File: src/rtl/serdes_tx_serializer.sv
// ============================================================================
// Module   : serdes_tx_serializer
// Brief    : Byte-to-serial transmitter. Bytes arrive on a valid/ready
//            handshake and leave LSB first, one bit per clock, with a frame
//            strobe on bit 0. Build macro SERDES_TX_PARITY_EN appends an even
//            parity bit to every frame.
// Revision : 1.0 - initial release
// ============================================================================
`default_nettype none

module serdes_tx_serializer #(
    parameter int DATA_W = 8,
    parameter int GAP    = 0
) (
    input  logic              clk,
    input  logic              rst_n,
    input  logic              ena,
    input  logic [DATA_W-1:0] tx_data,
    input  logic              tx_valid,
    output logic              tx_ready,
    output logic              ser_out,
    output logic              ser_frame,
    output logic              ser_busy
);

    localparam int                 c_CNT_W    = $clog2(DATA_W + 1);
    localparam logic [c_CNT_W-1:0] c_CNT_LAST = c_CNT_W'(DATA_W - 1);
    localparam logic [3:0]         c_GAP_LAST = 4'((GAP > 0) ? GAP - 1 : 0);

    localparam logic [1:0] c_IDLE   = 2'd0;
    localparam logic [1:0] c_SHIFT  = 2'd1;
    localparam logic [1:0] c_GAP    = 2'd3;
`ifdef SERDES_TX_PARITY_EN
    localparam logic [1:0] c_PARITY = 2'd2;
`endif

    logic [1:0]         r_state;
    logic [DATA_W-1:0]  r_hold;
    logic               r_hold_valid;
    logic [DATA_W-1:0]  r_shreg;
    logic [c_CNT_W-1:0] r_cnt;
    logic [3:0]         r_gap_cnt;
    logic               r_ser_out;
    logic               r_ser_frame;
    logic               r_ser_busy;
`ifdef SERDES_TX_PARITY_EN
    logic               r_parity;
`endif

    logic [1:0] w_state_nxt;
    logic [1:0] w_exit_state;
    logic       w_exit_load;
    logic       w_load;
    logic       w_shift;
    logic       w_gap_inc;
    logic       w_out_bit;
    logic       w_frame;
    logic       w_busy;

    assign tx_ready  = ena && !r_hold_valid;
    assign ser_out   = r_ser_out;
    assign ser_frame = r_ser_frame;
    assign ser_busy  = r_ser_busy;

    always_comb begin
        w_state_nxt = r_state;
        w_load      = 1'b0;
        w_shift     = 1'b0;
        w_gap_inc   = 1'b0;
        w_out_bit   = 1'b0;
        w_frame     = 1'b0;
        w_busy      = 1'b0;

        // Common end-of-frame exit: gap, back-to-back reload, or idle.
        w_exit_load = 1'b0;
        if (GAP > 0) begin
            w_exit_state = c_GAP;
        end else if (r_hold_valid) begin
            w_exit_state = c_SHIFT;
            w_exit_load  = 1'b1;
        end else begin
            w_exit_state = c_IDLE;
        end

        case (r_state)
            c_IDLE: begin
                if (r_hold_valid) begin
                    w_load      = 1'b1;
                    w_state_nxt = c_SHIFT;
                end
            end
            c_SHIFT: begin
                w_out_bit = r_shreg[0];
                w_frame   = (r_cnt == '0);
                w_busy    = 1'b1;
                w_shift   = 1'b1;
                if (r_cnt == c_CNT_LAST) begin
`ifdef SERDES_TX_PARITY_EN
                    w_state_nxt = c_PARITY;
`else
                    w_state_nxt = w_exit_state;
                    w_load      = w_exit_load;
`endif
                end
            end
`ifdef SERDES_TX_PARITY_EN
            c_PARITY: begin
                w_out_bit   = r_parity;
                w_busy      = 1'b1;
                w_state_nxt = w_exit_state;
                w_load      = w_exit_load;
            end
`endif
            c_GAP: begin
                w_gap_inc = 1'b1;
                if (r_gap_cnt == c_GAP_LAST) begin
                    w_state_nxt = c_IDLE;
                end
            end
            default: begin
                w_state_nxt = c_IDLE;
            end
        endcase
    end

    always_ff @(posedge clk or negedge rst_n) begin
        if (!rst_n) begin
            r_state      <= c_IDLE;
            r_hold       <= '0;
            r_hold_valid <= 1'b0;
            r_shreg      <= '0;
            r_cnt        <= '0;
            r_gap_cnt    <= '0;
            r_ser_out    <= 1'b0;
            r_ser_frame  <= 1'b0;
            r_ser_busy   <= 1'b0;
`ifdef SERDES_TX_PARITY_EN
            r_parity     <= 1'b0;
`endif
        end else if (ena) begin
            r_state     <= w_state_nxt;
            r_ser_out   <= w_out_bit;
            r_ser_frame <= w_frame;
            r_ser_busy  <= w_busy;

            // A reload on the last bit takes priority over the shift.
            if (w_load) begin
                r_shreg  <= r_hold;
                r_cnt    <= '0;
`ifdef SERDES_TX_PARITY_EN
                r_parity <= ^r_hold;
`endif
            end else if (w_shift) begin
                r_shreg <= r_shreg >> 1;
                r_cnt   <= r_cnt + c_CNT_W'(1);
            end

            if (w_gap_inc) begin
                r_gap_cnt <= r_gap_cnt + 4'd1;
            end else begin
                r_gap_cnt <= '0;
            end

            if (w_load) begin
                r_hold_valid <= 1'b0;
            end else if (tx_valid && tx_ready) begin
                r_hold       <= tx_data;
                r_hold_valid <= 1'b1;
            end
        end
    end

endmodule

`default_nettype wire

File: config.mk
export PLATFORM = sky130hd
export DESIGN_NAME = serdes_tx_serializer
export DESIGN_NICKNAME = d
export VERILOG_FILES = /design/src/rtl/serdes_tx_serializer.sv
export SDC_FILE = /design/constraint.sdc
export NUM_CORES = 1
export LEC_CHECK = 0
export BUFFER_PORTS_ARGS = -buffer_cell sky130_fd_sc_hd__buf_4
export CAP_MARGIN = 0
export CORE_MARGIN = 1
export CORE_UTILIZATION = 55
export CTS_CLUSTER_SIZE = 14
export DETAILED_ROUTE_END_ITERATION = 6
export HOLD_SLACK_MARGIN = 0.15
export PLACE_DENSITY = 0.77
export SLEW_MARGIN = 5
export SYNTH_ARGS = -nofsm -noshare
export SYNTH_HDL_FRONTEND = slang
export SYNTH_SLANG_ARGS = --single-unit
File: constraint.sdc
create_clock -name clk -period 2.2 [get_ports clk]
set_input_delay 0.22 -clock clk [delete_from_list [all_inputs] [get_ports clk]]
set_output_delay 0.22 -clock clk [all_outputs]
set_load 0.05 [all_outputs]
==> reports/metrics.csv <==
metric;value;unit
synth_fa_ha_area_frac;0.0216;
routedWlPerCell;14.0;um
maxCapViolCount;0;
antenna_found_initial;0;
cts_resized;0;
cts_max_path_buffers;2;
critPathMaxFanout;16;
yosys.cell_types.count;25;
io_buffers;15;
leakage;0.615;nW
drtPass1Iterations;4;
timing.final.hold_violations;0;
ys_ff_latch;25;
ys.flop_type;dfrtp_1;
synth_compound_area_frac;0.140;
period_needed;1.52;ns
grt_util_all_layers;0.212;
nFillCells;163;
ant_nets;0;
core;1960;sq um
crit_type;reg2reg;
seq_area_frac_synth;0.541;
layout.nets;141;
die_h;47.8;um
maxSlewViolCount;0;
viasPerCell;5.59;
power.density;1120;nW/um^2
max_stage_delay;0.67;ns
r2r.worst_path.cells;3;
root_buffer;clkbuf_4;
max_freq;656;MHz
status;finished, final reports clean;
hold_start;tx_valid;
yosysWarnings;0;
synthXorXnorAreaFrac;0;
fin_crit_sh;0.692;
cts_tree;yes;
peakVddDrop;0.684;mV
cts.clk_slew.worst_paths;0.13;ns
endpoint;r_cnt[3]$_DFFE_PN0P_;
postCtsHoldBufs;9;
synthToLayoutAreaGrowth;20.3;%
hold_class;in2reg;
io-pin-count;16;
required;2.46;ns
syn-cell-area;1160;sq um
worstReg2RegEnd;r_cnt[3]$_DFFE_PN0P_;
r2r_start;r_state[0]$_DFFE_PN0P_;
power;1.56;mW
synth_edf_count;0;
die_x;47.8;um
crit_chain;o21ai_2, or3_1, a22oi_2;
routabilityCongestion;0.801;
synth_top_family_by_area;simple AND/OR/NAND/NOR gates;
synthMuxAreaShare;0.0963;
grt_setup_unrepaired;no;
dp_hpwl;1420;um
drt_iter0_markers;27;
synth_nets;118;
async_reset_ff_frac;1.00;
startpoint;r_state[0]$_DFFE_PN0P_;
tightest_slew;0.486;ns
cts_inserted_buffers;3;
n_antenna_cell;0;
wl;2140;um
clock_sinks;25;
worstSkewPairLatency;0.32;ns
setup_violations;0;
slew_headroom;0.676;
grt_pass1_vias;771;
final.setup_skew;0.00621;ns
syn_area_per_cell;11.1;sq um
cp_slowest_cell;dfrtp_1;
syn_inst;104;
h-tree-depth;1;
rows;16;
end_kind;flop;
cp.arrival;1.78;ns
regToRegSetupSlack;0.68;ns
drc;0;
start_util;0.589;
grt_start_max_net_pins;26;
layout-drive-gt1-share;0.254;
final.setup.tns;0;ns
dieArea;2290;sq um
start_kind;flop;
grt_pass1_wl;3340;um
postCtsSetupRepairBufs;0;
synth_simple_gate_area_frac;0.161;
vias;855;
grt_overflow;0;
==> per-stage QoR <==
stage                     setup WS, ns  utilization  cells  cell area [sq um]  hold slack (ns)
after CTS                        0.686        0.709    153               1390            0.173
after detailed placement         0.709        0.650    140               1270            0.140
after global placement           0.755        0.650    140               1270            0.138
after floorplan                  0.746            -    104               1160          -0.0756
final                            0.677        0.709    153               1390            0.179
after global routing             0.576        0.709    153               1390            0.195
==> synthesized netlist by cell type, drive strengths merged, types with 3 or more instances <==
cell type / number / area (sq um)
buf: 4 / 20.0
nand2: 18 / 67.6
inv: 5 / 18.8
nand4: 8 / 50.1
o211ai: 7 / 52.6
nand3: 3 / 20.0
o21ai: 6 / 37.5
dfrtp: 25 / 626
mux2: 9 / 101
==> routing by layer <==
layer  vias up  GRT usage  part of all wire
met3         2     0.0264             0.031
met4         0     0.0722             0.011
li1        422          -                 -
met1       413      0.297              0.48
met2        18      0.341              0.48
met5         -          0                 0
==> cell type report <==
| class | instances | area [sq um] | share of cell area |
|---|---|---|---|
| Clock buffer | 4 | 26.3 | 0.0189 |
| Inverter | 5 | 18.8 | 0.0135 |
| Multi-Input combinational cell | 68 | 484 | 0.348 |
| Sequential cell | 25 | 626 | 0.450 |
| Tap cell | 27 | 33.8 | 0.0243 |
| Timing Repair Buffer | 24 | 203 | 0.146 |
==> logic make-up after synthesis <==
kind of cell             count (synthesis)
AO/OA/AOI/OAI                           22
adder cells (fa/ha/maj)                  2
AND/OR/NAND/NOR                         34
flip-flops                              25
multiplexers                            10
buffers and inverters                   11
==> critical path, delay by kind of cell, from the launching register on <==
family,cells,cell delay [ns]
flops,1,0.67
compound gates,2,0.38
simple gates,1,0.41
==> flip-flops by register name, indices dropped and copies added, names as in the netlist <==
signal,flops
ser_frame,1
r_state,1
r_shreg,8
r_hold,8
ser_busy,1
ser_out,1
r_hold_valid,1
r_cnt,4
==> power by group <==
group | total (mW) | leakage (nW) | switching (mW) | internal (mW)
Sequential | 0.806 | 0.307 | 0.154 | 0.652
Combinational | 0.544 | 0.293 | 0.288 | 0.255
Clock | 0.206 | 0.0150 | 0.135 | 0.0710
==> how the worst min path moves through the flow <==
stage	slack [ns]	depth (start not counted)	endpoint
2_1_floorplan	-0.08	0	r_cnt[0]$_DFFE_PN0P_
3_3_place_gp	0.14	1	r_hold_valid$_DFFE_PN0P_
3_5_place_dp	0.14	1	r_hold_valid$_DFFE_PN0P_
4_1_cts	0.17	3	r_hold_valid$_DFFE_PN0P_
5_1_grt	0.20	3	r_hold_valid$_DFFE_PN0P_
6_report	0.18	3	r_hold_valid$_DFFE_PN0P_
==> placed cells by master (no fill, tap or decap), types with 2 or more instances in the layout <==
cell type      count
dfrtp_1           25
nand2_1           18
buf_4             15
mux2_2             9
dlygate4sd3_1      9
nand4_1            8
o211ai_1           7
inv_1              5
o21ai_0            4
clkbuf_4           3
o21a_1             2
o21ai_2            2
a22o_1             2
nand3_1            2
a21oi_1            2
ha_1               2
Note: power is estimated with default switching activity, not from simulation.
